### src/rtl/arc4_sched.sv
// arc4_sched: runs init -> ksa -> prga for one ARC4 pass, owns the shared
// S-memory port grant, holds the captured key and watches each phase for a hang.
//
// state      | meaning
// IDLE       | waiting for en, rdy=1
// START_INIT | waiting for init_rdy, pulses init_en when seen
// WAIT_INIT  | init running; first cycle ignores init_rdy
// START_KSA  | waiting for ksa_rdy, pulses ksa_en when seen
// WAIT_KSA   | ksa running; first cycle ignores ksa_rdy
// START_PRGA | waiting for prga_rdy, pulses prga_en when seen
// WAIT_PRGA  | prga running; first cycle ignores prga_rdy
// ERR        | watchdog expired; rdy=1, err=1, accepts en like IDLE
module arc4_sched #(
  parameter int unsigned TIMEOUT = 65535
) (
  input  logic        clk,
  input  logic        rst_n,
  input  logic        en,
  output logic        rdy,
  output logic        err,
  output logic [1:0]  phase,
  input  logic [23:0] key,
  output logic [23:0] key_q,
  output logic        init_en,
  input  logic        init_rdy,
  output logic        ksa_en,
  input  logic        ksa_rdy,
  output logic        prga_en,
  input  logic        prga_rdy,
  input  logic [7:0]  init_s_addr,
  input  logic [7:0]  init_s_wrdata,
  input  logic        init_s_wren,
  input  logic [7:0]  ksa_s_addr,
  input  logic [7:0]  ksa_s_wrdata,
  input  logic        ksa_s_wren,
  input  logic [7:0]  prga_s_addr,
  input  logic [7:0]  prga_s_wrdata,
  input  logic        prga_s_wren,
  output logic [7:0]  s_addr,
  output logic [7:0]  s_wrdata,
  output logic        s_wren
);

  typedef enum logic [2:0] {
    IDLE, START_INIT, WAIT_INIT, START_KSA, WAIT_KSA, START_PRGA, WAIT_PRGA, ERR
  } state_t;

  localparam logic [15:0] WDOG_LAST = 16'(TIMEOUT - 1);

  state_t      state;
  state_t      state_nxt;
  logic [15:0] wdog_cnt;
  logic        blank;
  logic        active;
  logic        phase_done;
  logic        wdog_exp;
  logic        accept;
  logic        enter_start;

  assign active   = (state != IDLE) && (state != ERR);
  assign wdog_exp = (wdog_cnt == WDOG_LAST);
  assign accept   = ((state == IDLE) || (state == ERR)) && en;
  assign enter_start = (state_nxt != state) &&
                       (state_nxt inside {START_INIT, START_KSA, START_PRGA});
  assign phase_done = !blank && (((state == WAIT_INIT) && init_rdy) ||
                                 ((state == WAIT_KSA)  && ksa_rdy)  ||
                                 ((state == WAIT_PRGA) && prga_rdy));

  always_ff @(posedge clk or negedge rst_n) begin
    if (!rst_n) state <= IDLE;
    else        state <= state_nxt;
  end

  always_comb begin
    state_nxt = state;
    unique case (state)
      IDLE, ERR:  if (en)                 state_nxt = START_INIT;
      START_INIT: if (init_rdy)           state_nxt = WAIT_INIT;
      WAIT_INIT:  if (init_rdy && !blank) state_nxt = START_KSA;
      START_KSA:  if (ksa_rdy)            state_nxt = WAIT_KSA;
      WAIT_KSA:   if (ksa_rdy && !blank)  state_nxt = START_PRGA;
      START_PRGA: if (prga_rdy)           state_nxt = WAIT_PRGA;
      WAIT_PRGA:  if (prga_rdy && !blank) state_nxt = IDLE;
    endcase
    // A phase that finishes in its last allowed cycle still completes.
    if (active && wdog_exp && !phase_done) state_nxt = ERR;
  end

  always_comb begin
    rdy      = 1'b0;
    err      = 1'b0;
    phase    = 2'd0;
    init_en  = 1'b0;
    ksa_en   = 1'b0;
    prga_en  = 1'b0;
    s_addr   = 8'd0;
    s_wrdata = 8'd0;
    s_wren   = 1'b0;
    unique case (state)
      IDLE: rdy = 1'b1;
      ERR: begin
        rdy = 1'b1;
        err = 1'b1;
      end
      START_INIT, WAIT_INIT: begin
        phase    = 2'd1;
        init_en  = (state == START_INIT) && init_rdy;
        s_addr   = init_s_addr;
        s_wrdata = init_s_wrdata;
        s_wren   = init_s_wren;
      end
      START_KSA, WAIT_KSA: begin
        phase    = 2'd2;
        ksa_en   = (state == START_KSA) && ksa_rdy;
        s_addr   = ksa_s_addr;
        s_wrdata = ksa_s_wrdata;
        s_wren   = ksa_s_wren;
      end
      START_PRGA, WAIT_PRGA: begin
        phase    = 2'd3;
        prga_en  = (state == START_PRGA) && prga_rdy;
        s_addr   = prga_s_addr;
        s_wrdata = prga_s_wrdata;
        s_wren   = prga_s_wren;
      end
    endcase
  end

  // blank marks the first WAIT cycle, where the engine's rdy is still stale.
  always_ff @(posedge clk or negedge rst_n) begin
    if (!rst_n) begin
      wdog_cnt <= 16'd0;
      blank    <= 1'b0;
      key_q    <= 24'd0;
    end else begin
      blank <= init_en || ksa_en || prga_en;
      if (enter_start)  wdog_cnt <= 16'd0;
      else if (active)  wdog_cnt <= wdog_cnt + 16'd1;
      if (accept)       key_q <= key;
    end
  end

endmodule

### config.mk
export PLATFORM = sky130hd
export DESIGN_NAME = arc4_sched
export DESIGN_NICKNAME = d
export VERILOG_FILES = /design/src/rtl/arc4_sched.sv
export SDC_FILE = /design/constraint.sdc
export NUM_CORES = 1
export LEC_CHECK = 0
export BUFFER_PORTS_ARGS = -buffer_cell sky130_fd_sc_hd__buf_4
export CELL_PAD_IN_SITES_DETAIL_PLACEMENT = 2
export CELL_PAD_IN_SITES_GLOBAL_PLACEMENT = 2
export CORE_ASPECT_RATIO = 0.6
export CORE_MARGIN = 2
export CORE_UTILIZATION = 24
export CTS_CLUSTER_DIAMETER = 30
export DETAILED_ROUTE_END_ITERATION = 10
export GPL_ROUTABILITY_DRIVEN = 0
export PLACE_DENSITY_LB_ADDON = 0.1
export SYNTH_ARGS = -nofsm -noshare
export SYNTH_HDL_FRONTEND = slang
export SYNTH_SLANG_ARGS = --single-unit
### constraint.sdc
create_clock -name clk -period 2.22 [get_ports clk]
set_input_delay 0.222 -clock clk [delete_from_list [all_inputs] [get_ports clk]]
set_output_delay 0.222 -clock clk [all_outputs]
set_load 0.03 [all_outputs]
# Word level (Yosys, flattened, before mapping)
# Index checks and enable logic that the tools add are counted.
[totals]
out_inout_bits = 48
in_bits = 81
regBits = 44
word_cells = 68
[op_classes]
n_eq_ne = 13
muxes = 20
add_sub_neg = 1
reduce_logical = 30
[ops]
columns = ["op", "n"]
rows = [
  ["$pmux 8 s3", 2],
  ["$mux 16", 2],
  ["$mux 3", 8],
  ["$pmux 3 s7", 1],
  ["$add 16x1->16 const B", 1],
  ["$eq 16x16->1 const B", 1],
  ["$eq 3x3->1 const B", 5],
  ["$logic_and 1x1->1", 15],
  ["$eq 3x2->1 const B", 3],
  ["$reduce_or 2->1", 4],
  ["$eq 3x1->1 const B", 2],
  ["$pmux 2 s3", 1],
  ["$reduce_bool 3->1", 2],
  ["$logic_or 1x1->1", 5],
  ["$mux 1", 5],
  ["$logic_not 3->1", 1],
  ["$ne 3x3->1", 1],
  ["$ne 3x3->1 const B", 1],
  ["$pmux 1 s3", 1],
  ["$logic_not 1->1", 2],
  ["$reduce_bool 2->1", 1],
]

# Logic depth before layout (Yosys ltp)
[logic_depth]
depth_word = 12
ltp_mapped = 10
ltp_nobuf = 8

# Worst setup path before layout
# Ideal clock, no wire load.
[synth_timing]
path_kind = "reg2reg"
from = "register state[1]"
to = "register wdog_cnt[15]"
path_buffers = 2
t_required_ps = 2101
path_stages_with_launch = 11
synth_period_minus_slack_ps = 2290
slack_ps = -70
setup_ps = 119
arrival_time_ps = 2172
cell_sequence = "dfrtp_1 > inv_1 > ha_1 > buf_2 > or2_2 > and4b_1 > nor3_1 > o32ai_1 > a211oi_2 > buf_6 > nor2_1"
[synth_via]
elab_chain_cells = 12
word_cells_on_any_way = 38
classes_between = "12 x eq/ne; 10 x mux; 16 x reduce/logical"
[synth_lines]
columns = ["element", "line", "text"]
rows = [
  ["start: declaration", "50", "state_t state;"],
  ["start signal: assignment", "71", "else state <= state_nxt;"],
  ["$eq 3x2->1 or $eq 3x3->1 (tied branches)", "65, 76, 66", ""],
  ["$logic_and 1x1->1 (on tied branches)", "65, 66", ""],
  ["$logic_or 1x1->1", "65", "assign phase_done = !blank && (((state == WAIT_INIT) && init_rdy) ||"],
  ["$logic_or 1x1->1", "66", "((state == WAIT_KSA) && ksa_rdy) ||"],
  ["$logic_and 1x1->1", "65", ""],
  ["$logic_not 1->1", "86", "if (active && wdog_exp && !phase_done) state_nxt = ERR;"],
  ["$logic_and 1x1->1", "86", ""],
  ["$mux 3", "86", ""],
  ["$eq 3x1->1 (tied with other cells)", "64", "(state_nxt inside {START_INIT, START_KSA, START_PRGA});"],
  ["$reduce_bool 3->1", "64", ""],
  ["$logic_and 1x1->1", "63", "assign enter_start = (state_nxt != state) &&"],
  ["$mux 16 or $reduce_bool 2->1 (tied branches)", "-", ""],
  ["end signal: assignment", "138", "else if (active) wdog_cnt <= wdog_cnt + 16'd1;"],
  ["end: declaration", "52", "logic [15:0] wdog_cnt;"],
]
# Parallel ways exist; a longest one is shown, timed or not.
# A chain may end at the register's enable or synchronous reset.

# Worst setup path in the final report
[layout_timing]
from = "register state[0]"
to = "register wdog_cnt[14]"
# Same word-level chain as after synthesis.

==> results.cfg <==
[critical_path]
path_cells = inv_2 -> ha_4 -> buf_6 -> clkbuf_2 -> a22o_1 -> nand2_1 -> a21oi_1 -> nor4_2 -> a211oi_4 -> buf_4 -> nor2_1
cp-end-kind = flip-flop
worst-setup-path-type = flip-flop to flip-flop
start_kind = flip-flop
cp_num_buf_inv = 4
r2r_start = state[0]
critical_path.top_delay_family = compound AO/OA/AOI/OAI gates
cp.arrival_ps = 2440
cpPeakStageDelay_ps = 420
cpMaxStageDelayCell = dfrtp_1
path_max_fanout = 7
r2r_slack_ps = -40
cp-startpoint = state[0]
worstPathRequired_ps = 2400

[timing]
worst_pin_slew_ps = 583
grt_setup_unrepaired = yes
setup_viol = 16
fin_skew_ps = 6.21
maxSlewViolCount = 0
finalHoldViolCount = 0
min_period_ps = 2260
clock.fmax_mhz = 442
slew-limit-headroom_pct = 61.1
worst_slack_ps = -43.2
finalCritPeriodShare_pct = 102

[route]
antenna_left = 0
dr.pass1.iters = 4
wl_per_cell_um = 17.7
routed_wl_um = 9870
drtIter0Drc = 89
drc = 0
viasPerCell = 4.60
num_vias = 2560

[cells_and_area]
multi_input_area_um2 = 1500
synthToLayoutAreaGrowth_pct = 65.9
design_area_um2 = 4260
antenna_cells = 0
final_nets = 504
regArea_um2 = 1100
drive_gt1_share_pct = 54.8
fillCellCount = 1136

[pwr]
p_switching_mw = 3.19
pwr-share-clk_pct = 11.2
power_frac_seq_pct = 19.6
intPower_mw = 3.64
vdd_drop_max_v = 0.000663
pwr-share-comb_pct = 69.2
p_leak_nw = 2.02
switching_share_pct = 46.7
p_per_area_nw_per_um2 = 1600

[synth]
ys_seq_area_share_pct = 42.9
yosys_register_bits = 44
synth_area_um2 = 2570
ys_async_sr_fraction_pct = 100
syn_nets = 342
syn_inst = 255
synth_cell_types = 51
avgSynthCellArea_um2 = 10.1
synth_edf_count = 0
yosys_warnings = 0
synth_flop_cell = dfrtp_1

[floorplan]
io_pins = 129
dieWidth_um = 137
die_y_um = 84.1
start_util_pct = 24.5
die-area_um2 = 11600
core_area_um2 = 10500
rows = 29

[hold_path]
hold_path.class = input port to flip-flop
hold_path_startpoint = key[19]

[clocking]
clock_path_buffers = 2
root_buffer = clkbuf_16
worstSkewPairLatency_ps = 290
clkSlewWorstSetupHoldPaths_ps = 70
tritoncts = yes
h-tree-depth = 2
cts.sinks = 44
cts_inserted_buffers = 5

[global_routing]
grt_max_degree = 45
grt_pass1_wl_um = 15400
grt-ovfl-total = 0
antenna_found_initial = 0
grt_pass1_vias = 2826
grt_util_all_layers_pct = 17.4

[placement]
dp_hpwl_um = 7740
io_buffers = 128
pre_cts_slack_ps = -77.8
dpl_cell_area_um2 = 3850

[status]
status = finished, violations left
violations = negative setup slack

[flow_run]
maxCapViolCount = 0
[cell families after synthesis]
group / after synthesis / synth area share (%)
xor gates and xnor gates: 15 / 5.12
AOI/OAI and AO/OA: 39 / 10.3
and+or+nand+nor: 88 / 16.9
muxes: 43 / 18.1
DFF: 44 / 42.9
adders and majority gates: 6 / 2.93
buffers and inverters: 20 / 3.71
[power by group through the flow]
stage	Clock, mW	Sequential (mW)	Combinational (mW)
after CTS	0.795	1.34	4.53
after global placement	0	1.31	4.12
after detailed placement	0	1.34	4.23
after floorplan	0	1.72	2.05
after global routing	0.829	1.38	5.05
final	0.767	1.34	4.73
[synth_stat cells (all sizes together) (2+ instances only)]
master  instances  share of area [%]
a2111o          2               0.88
nand3           7                1.4
nand2b          4                1.3
o21ai          18                3.5
nor3            2               0.39
mux2           25                 11
and2b           2               0.63
xnor2           5                1.7
nor2           22                3.3
a21oi           4               0.93
or3             2               0.49
nand2          30                4.4
mux2i          18                7.0
nor2b           2               0.49
nand4           3               0.73
and4            2               0.68
xor2           10                3.4
and2            3               0.73
dfrtp          44                 43
buf            12                2.5
a21o            2               0.63
inv             7                1.0
and3            4               0.97
a211oi          3                1.1
ha              6                2.9
[metal layers]
metal | track usage, % | vias to the layer above | wire length (µm)
met3 | 6.68 | 5 | 726
li1 | - | 1217 | -
met5 | 0 | - | 0
met4 | 2.25 | 0 | 42
met1 | 24.2 | 1280 | 4620
met2 | 26.1 | 58 | 4480
[area by class of cell]
class	count	share of cell area [%]
inverters	7	0.617
repair buffers	168	30.5
well taps	139	4.09
multi-input cells	191	35.3
clock inverters	2	0.353
flip-flops and latches	44	25.9
clock buffers	6	3.26
[sequential cells by signal (all words and copies together), names as in the netlist]
| signal | cells |
|---|---|
| blank | 1 |
| state | 3 |
| key_q | 24 |
| wdog_cnt | 16 |
[placed cells by master (no fill, tap or decap), types with 6 or more instances in the layout]
cell	synthesis	routed
o21ai_0	18	17
nor2_1	21	19
buf_4	1	159
nand3_1	7	7
mux2_2	24	24
dfrtp_1	44	43
mux2i_1	18	17
buf_6	1	6
xor2_1	10	10
nand2_1	30	30
[through the flow]
stage | util (%) | hold slack (ps) | total power, mW | std cells | TNS [ps]
detailed placement | 36.7 | 272 | 5.57 | 536 | -886
global placement | 36.7 | 259 | 5.43 | 536 | -2.85
finish | 40.6 | 160 | 6.83 | 557 | -461
floorplan | - | -73.6 | 3.77 | 255 | 0
global route | 40.6 | 150 | 7.26 | 557 | -2640
CTS | 39.7 | 153 | 6.67 | 550 | 0
[worst paths after layout]
check,endpoint,cells past startpoint
max,wdog_cnt[14],11
min,key_q[19],2
max reg2reg,wdog_cnt[14],11
min reg2reg,key_q[22],1
max in group asynchronous,state[1],2
min in group asynchronous,key_q[19],2
[repair_timing]
item / CTS / global route
cloned: 1 / 0
resized for setup: 23 / 12
buffers inserted: 4 / 7
pin swaps: 3 / 3
hold endpoints to repair: 44 / 0
endpoints found under the setup margin: 17 / 20
hold buffers: 1 / 0
Power figures use the tool's default switching activity.
